## src/rtl/rtc_field_sequencer.sv

```systemverilog
// Command sequencer between the time/date configuration logic and the RTC bus engine.
// One command in flight; drives one-hot field strobes, waits for bus_done with a timeout, pulses a response.
module rtc_field_sequencer #(
  parameter int                           DATA_W      = 8,
  parameter int                           NUM_FIELDS  = 6,
  parameter int                           FIELD_W     = 3,
  parameter logic [NUM_FIELDS*DATA_W-1:0] FIELD_MASKS = {8'h7F, 8'h0F, 8'h1F, 8'h1F, 8'h3F, 8'h3F},
  parameter int                           HOUR_IDX    = 2,
  parameter int                           TIMEOUT     = 16
) (
  input  logic                  clk,
  input  logic                  reset,
  input  logic                  cmd_valid,
  output logic                  cmd_ready,
  input  logic [1:0]            cmd_op,
  input  logic [FIELD_W-1:0]    cmd_field,
  input  logic [DATA_W-1:0]     cmd_data,
  input  logic                  cmd_fmt12,
  output logic                  bus_init,
  output logic                  bus_wr,
  output logic                  bus_rd,
  output logic [NUM_FIELDS-1:0] bus_field_en,
  output logic [DATA_W-1:0]     bus_data,
  input  logic                  bus_done,
  input  logic [DATA_W-1:0]     bus_rdata,
  output logic                  rsp_valid,
  output logic                  rsp_err,
  output logic [DATA_W-1:0]     rsp_data,
  output logic                  fmt12_q,
  output logic                  busy
);
  // state  | meaning
  // IDLE   | cmd_ready high, waiting for a command
  // ACTIVE | strobes driven, timeout counter running
  // GAP    | one cycle strobes low between the two init phases
  // RESP   | rsp_valid pulse
  typedef enum logic [1:0] {S_IDLE, S_ACTIVE, S_GAP, S_RESP} state_t;

  localparam logic [1:0]       OP_INIT = 2'b00;
  localparam logic [1:0]       OP_WR   = 2'b01;
  localparam logic [1:0]       OP_RD   = 2'b10;
  localparam logic [1:0]       OP_FMT  = 2'b11;
  localparam int               TW      = $clog2(TIMEOUT);
  localparam logic [FIELD_W:0] NF      = (FIELD_W+1)'(NUM_FIELDS);
  localparam logic [FIELD_W-1:0] HOUR  = FIELD_W'(HOUR_IDX);

  function automatic logic [DATA_W-1:0] f_mask(input logic [FIELD_W-1:0] f);
    f_mask = '0;
    for (int i = 0; i < NUM_FIELDS; i++)
      if (f == FIELD_W'(i)) f_mask = FIELD_MASKS[i*DATA_W +: DATA_W];
  endfunction

  function automatic logic [NUM_FIELDS-1:0] f_onehot(input logic [FIELD_W-1:0] f);
    f_onehot = '0;
    for (int i = 0; i < NUM_FIELDS; i++)
      if (f == FIELD_W'(i)) f_onehot[i] = 1'b1;
  endfunction

  state_t                r_state, w_nxt_state;
  logic                  r_phase, w_nx_phase;
  logic [TW-1:0]         r_tmr;
  logic [1:0]            r_op;
  logic [FIELD_W-1:0]    r_field;
  logic [DATA_W-1:0]     r_data;
  logic                  r_fmt;
  logic                  r_cmd_ready, r_init, r_wr, r_rd, r_rsp_valid, r_rsp_err, r_fmt12, r_busy;
  logic [NUM_FIELDS-1:0] r_field_en;
  logic [DATA_W-1:0]     r_bus_data, r_rsp_data;

  logic                  w_nx_init, w_nx_wr, w_nx_rd, w_nx_err, w_nx_fmt12;
  logic [NUM_FIELDS-1:0] w_nx_en;
  logic [DATA_W-1:0]     w_nx_data, w_nx_rsp_data;

  // In IDLE the live command inputs stand in for the not-yet-captured copy.
  logic               w_idle, w_accept, w_done, w_tc, w_reject;
  logic [1:0]         w_op;
  logic [FIELD_W-1:0] w_field;
  logic [DATA_W-1:0]  w_md;
  logic               w_fmt;

  assign w_idle   = (r_state == S_IDLE);
  assign w_accept = w_idle && cmd_valid && r_cmd_ready;
  assign w_op     = w_idle ? cmd_op    : r_op;
  assign w_field  = w_idle ? cmd_field : r_field;
  assign w_fmt    = w_idle ? cmd_fmt12 : r_fmt;
  assign w_md     = (w_idle ? cmd_data : r_data) & f_mask(w_field);
  assign w_done   = (r_state == S_ACTIVE) && bus_done;
  assign w_tc     = (r_tmr == '0);
  assign w_reject = (((w_op == OP_WR) || (w_op == OP_RD)) && ({1'b0, w_field} >= NF)) ||
                    ((w_op == OP_WR) && (w_field == HOUR) && r_fmt12 &&
                     ((w_md == '0) || (w_md > DATA_W'(12))));

  always_ff @(posedge clk) begin
    if (reset) r_state <= S_IDLE;
    else       r_state <= w_nxt_state;
  end

  always_comb begin
    w_nxt_state = r_state;
    case (r_state)
      S_IDLE:   if (w_accept) w_nxt_state = w_reject ? S_RESP : S_ACTIVE;
      S_ACTIVE: begin
        if (bus_done)  w_nxt_state = ((r_op == OP_INIT) && !r_phase) ? S_GAP : S_RESP;
        else if (w_tc) w_nxt_state = S_RESP;
      end
      S_GAP:    w_nxt_state = S_ACTIVE;
      default:  w_nxt_state = S_IDLE;
    endcase
  end

  always_comb begin
    w_nx_init     = 1'b0;
    w_nx_wr       = 1'b0;
    w_nx_rd       = 1'b0;
    w_nx_en       = '0;
    w_nx_data     = '0;
    w_nx_phase    = w_idle ? 1'b0 : ((w_done && (w_nxt_state == S_GAP)) ? 1'b1 : r_phase);
    w_nx_err      = (w_nxt_state == S_RESP) && !w_done;
    w_nx_fmt12    = (w_done && (r_op == OP_FMT)) ? r_fmt : r_fmt12;
    w_nx_rsp_data = r_rsp_data;
    if (w_done && (w_nxt_state == S_RESP))
      w_nx_rsp_data = (r_op == OP_RD) ? (bus_rdata & f_mask(r_field)) : '0;
    else if (w_idle && (w_nxt_state == S_RESP))
      w_nx_rsp_data = '0;
    if (w_nxt_state == S_ACTIVE) begin
      case (w_op)
        OP_INIT: begin
          w_nx_init = 1'b1;
          w_nx_data = w_nx_phase ? '0 : DATA_W'(1);
        end
        OP_WR: begin
          w_nx_wr   = 1'b1;
          w_nx_en   = f_onehot(w_field);
          w_nx_data = w_md;
        end
        OP_RD: begin
          w_nx_rd = 1'b1;
          w_nx_en = f_onehot(w_field);
        end
        default: begin
          w_nx_wr      = 1'b1;
          w_nx_en      = f_onehot(HOUR);
          w_nx_data[4] = w_fmt;
        end
      endcase
    end
  end

  always_ff @(posedge clk) begin
    if (reset) begin
      r_phase     <= 1'b0;
      r_tmr       <= '0;
      r_op        <= OP_INIT;
      r_field     <= '0;
      r_data      <= '0;
      r_fmt       <= 1'b0;
      r_cmd_ready <= 1'b1;
      r_busy      <= 1'b0;
      r_init      <= 1'b0;
      r_wr        <= 1'b0;
      r_rd        <= 1'b0;
      r_field_en  <= '0;
      r_bus_data  <= '0;
      r_rsp_valid <= 1'b0;
      r_rsp_err   <= 1'b0;
      r_rsp_data  <= '0;
      r_fmt12     <= 1'b0;
    end else begin
      if (w_accept) begin
        r_op    <= cmd_op;
        r_field <= cmd_field;
        r_data  <= cmd_data;
        r_fmt   <= cmd_fmt12;
      end
      if ((w_nxt_state == S_ACTIVE) && (r_state != S_ACTIVE)) r_tmr <= TW'(TIMEOUT - 1);
      else if ((r_state == S_ACTIVE) && !w_tc)                r_tmr <= r_tmr - TW'(1);
      r_phase     <= w_nx_phase;
      r_cmd_ready <= (w_nxt_state == S_IDLE);
      r_busy      <= (w_nxt_state != S_IDLE);
      r_init      <= w_nx_init;
      r_wr        <= w_nx_wr;
      r_rd        <= w_nx_rd;
      r_field_en  <= w_nx_en;
      r_bus_data  <= w_nx_data;
      r_rsp_valid <= (w_nxt_state == S_RESP);
      r_rsp_err   <= w_nx_err;
      r_rsp_data  <= w_nx_rsp_data;
      r_fmt12     <= w_nx_fmt12;
    end
  end

  assign cmd_ready    = r_cmd_ready;
  assign busy         = r_busy;
  assign bus_init     = r_init;
  assign bus_wr       = r_wr;
  assign bus_rd       = r_rd;
  assign bus_field_en = r_field_en;
  assign bus_data     = r_bus_data;
  assign rsp_valid    = r_rsp_valid;
  assign rsp_err      = r_rsp_err;
  assign rsp_data     = r_rsp_data;
  assign fmt12_q      = r_fmt12;

endmodule
```

## config.mk

```make
export PLATFORM = sky130hd
export DESIGN_NAME = rtc_field_sequencer
export DESIGN_NICKNAME = d
export VERILOG_FILES = /design/src/rtl/rtc_field_sequencer.sv
export SDC_FILE = /design/constraint.sdc
export NUM_CORES = 1
export LEC_CHECK = 0
export ABC_AREA = 1
export CORE_MARGIN = 2
export CORE_UTILIZATION = 52
export DETAILED_ROUTE_END_ITERATION = 8
export PLACE_DENSITY = 0.84
export SLEW_MARGIN = 20
export SYNTH_ARGS = -nofsm -noshare
export SYNTH_HDL_FRONTEND = slang
export SYNTH_SLANG_ARGS = --single-unit
```

## constraint.sdc

```tcl
create_clock -name clk -period 5.2 [get_ports clk]
set_input_delay 1.56 -clock clk [delete_from_list [all_inputs] [get_ports clk]]
set_output_delay 1.56 -clock clk [all_outputs]
set_load 0.005 [all_outputs]
```

==> impl_metrics.json <==
{
  "status": "complete, no violations",
  "cellLeakagePower_nw": 1.15,
  "hold_buffers": 0,
  "post-route-period-util": 0.709,
  "syn2layout_area_growth_pct": 27.5,
  "diodes": 0,
  "grt-ovfl-total": 0,
  "worstHoldPathType": "reg -> reg",
  "crit_type": "in -> reg",
  "highest_layer": "met4",
  "wl_met2_um": 2480,
  "ys_seq_area_frac": 0.432,
  "dp.cells": 384,
  "synth_edf_count": 0,
  "max_cap_violations": 0,
  "finClkSkew_ns": 0.00320,
  "clkTransAtPathRegs_ns": 0.08,
  "htree_levels": 2,
  "num-fill-cells": 347,
  "drtIter0Drc": 188,
  "worst_pin_slew_ns": 0.717,
  "dr_wl_met3_um": 342,
  "chipWidth_um": 69.4,
  "core_area_um2": 4060,
  "max_freq_mhz": 271,
  "antenna_found_initial": 0,
  "io_buffers": 51,
  "synth-seq-cells": 48,
  "crit_path_start_kind": "input port",
  "final_layout_size_suffix_gt1_frac": 0.0792,
  "crit_fanout": 16,
  "clock_latency_ns": 0.30,
  "synth-async-reset-ratio": 0,
  "wl_per_cell_um": 13.1,
  "root_buffer": "clkbuf_8",
  "clock_sinks": 48,
  "syn_area_per_cell_um2": 7.61,
  "synth_area_um2": 2220,
  "ys.warnings.count": 0,
  "gp_congestion": 0.905,
  "cts_resized": 0,
  "drv_slew": 0,
  "initial_core_util": 0.548,
  "period_minus_slack_ns": 3.68,
  "dieArea_um2": 4810,
  "post-cts-setup-buffers": 0,
  "synth.most_common_cell": "dfxtp_1",
  "ant_nets": 0,
  "grt_pass1_wl_um": 8870,
  "fp-row-count": 23,
  "wl_um": 5140,
  "fin_hold_ws_ns": 0.454,
  "die_h_um": 69.4,
  "grt_util_all_layers": 0.224,
  "rsz0062_at_grt": "no",
  "drc": 0,
  "synth_top_area_share": 0.432,
  "total_power_mw": 1.32,
  "yosys-top-cells-area": "dfxtp_1 43%, nand2_1 7.1%, inv_1 6.2%",
  "cts-buffers-inserted": 5,
  "slew_headroom": 0.521,
  "setup_slack_ns": 1.52,
  "hold_viol_final": 0,
  "setup_viol": 0,
  "required_ns": 5.42,
  "grt_start_max_net_pins": 29,
  "power_density_nw_per_um2": 465,
  "post-dp-hpwl_um": 3740,
  "fin_nets": 372,
  "vias": 2134,
  "end_kind": "register",
  "syn_inst": 292,
  "cts_tree": "built",
  "fin_cells": 391,
  "finalSetupTns_ns": 0,
  "synth_cell_types": 32,
  "io_pins": 56,
  "drt_pre_antenna_iters": 4,
  "pre_cts_slack_ns": 1.23,
  "synth_area_leader_cell": "dfxtp_1",
  "grt_pass1_vias": 1908,
  "synth_common_cells": "48 x dfxtp_1, 42 x nand2_1, 37 x inv_1",
  "wl_met1_um": 2220,
  "vias_per_cell": 5.46,
  "arrival_ns": 3.91,
  "cts_max_path_buffers": 2,
  "synth_ff_type": "dfxtp_1",
  "peakVddDrop_uv": 345
}
where the power goes:
group / leakage, nW / internal, mW / switching (mW)
registers: 0.392 / 0.441 / 0.0366
clock network: 0.0503 / 0.119 / 0.121
logic: 0.708 / 0.203 / 0.398
cell families (layout without fill, tap and decap cells):
logic type	Yosys count	in the layout	share of synthesized area
and+or+nand+nor	115	115	0.262
AOI/OAI and AO/OA	69	69	0.169
buffers and inverters	52	100	0.0990
DFF	48	48	0.432
adders and majority gates	5	5	0.0281
xor gates and xnor gates	2	2	0.00788
other	1	2	0.00169
final timing paths:
kind                                             start                         end  slack [ns]  cells after the start
worst max-delay path                         cmd_op[0]  bus_field_en[0]$_SDFF_PP0_        1.52                     12
worst min-delay path            r_data[0]$_SDFFE_PP0P_      r_data[0]$_SDFFE_PP0P_        0.45                      2
worst max register to register   r_state[1]$_SDFF_PP0_  bus_field_en[0]$_SDFF_PP0_        2.55                     14
worst min register to register  r_data[0]$_SDFFE_PP0P_      r_data[0]$_SDFFE_PP0P_        0.45                      2
layout by cell type, fill, tap and decap left out, drive strengths merged:
cell	count
a21oi	26
a31oi	1
clkbuf	7
clkdlybuf4s50	51
clkinv	3
conb	2
dfxtp	48
ha	5
inv	39
nand2	52
nand3	12
nand4	8
nor2	26
nor3	10
nor3b	5
nor4	1
o21ai	34
o311ai	7
o31ai	1
or2	1
xor2	2
sequential cells by signal, summed over array words and instances, names as in the netlist, 2 cells and up:
| name | count |
|---|---|
| r_tmr | 4 |
| r_op | 2 |
| r_data | 7 |
| rsp_data | 7 |
| r_state | 2 |
| r_field | 3 |
| bus_data | 7 |
| bus_field_en | 6 |
layer usage:
metal,up-vias,global-route usage
li1,1057,-
met1,995,0.313
met2,72,0.345
met3,10,0.0494
met4,0,0.0719
met5,-,0
final cells by class:
cell class / instances / area [um^2] / share of cell area
Clock buffer: 7 / 96.3 / 0.0340
Inverter: 42 / 159 / 0.0560
Multi-Input combinational cell: 193 / 1050 / 0.369
Sequential cell: 48 / 961 / 0.339
Tap cell: 50 / 62.6 / 0.0221
Timing Repair Buffer: 51 / 510 / 0.180
stage by stage:
stage               area, um^2   util
finish                    2840  0.699
floorplan                 2230      -
global route              2840  0.699
detailed placement        2740  0.675
CTS                       2840  0.699
global placement          2740  0.675
critical path, stage by stage:
cell,delay [ns]
clkdlybuf4s50_1,0.42
or2_2,0.29
o21ai_0,0.23
inv_1,0.15
ha_1,0.38
nand3_1,0.11
nand2_2,0.08
nand2_4,0.11
nand2_4,0.10
clkinv_2,0.12
nand2_4,0.13
nor3b_1,0.22
Note: power is estimated with default switching activity, not from simulation.
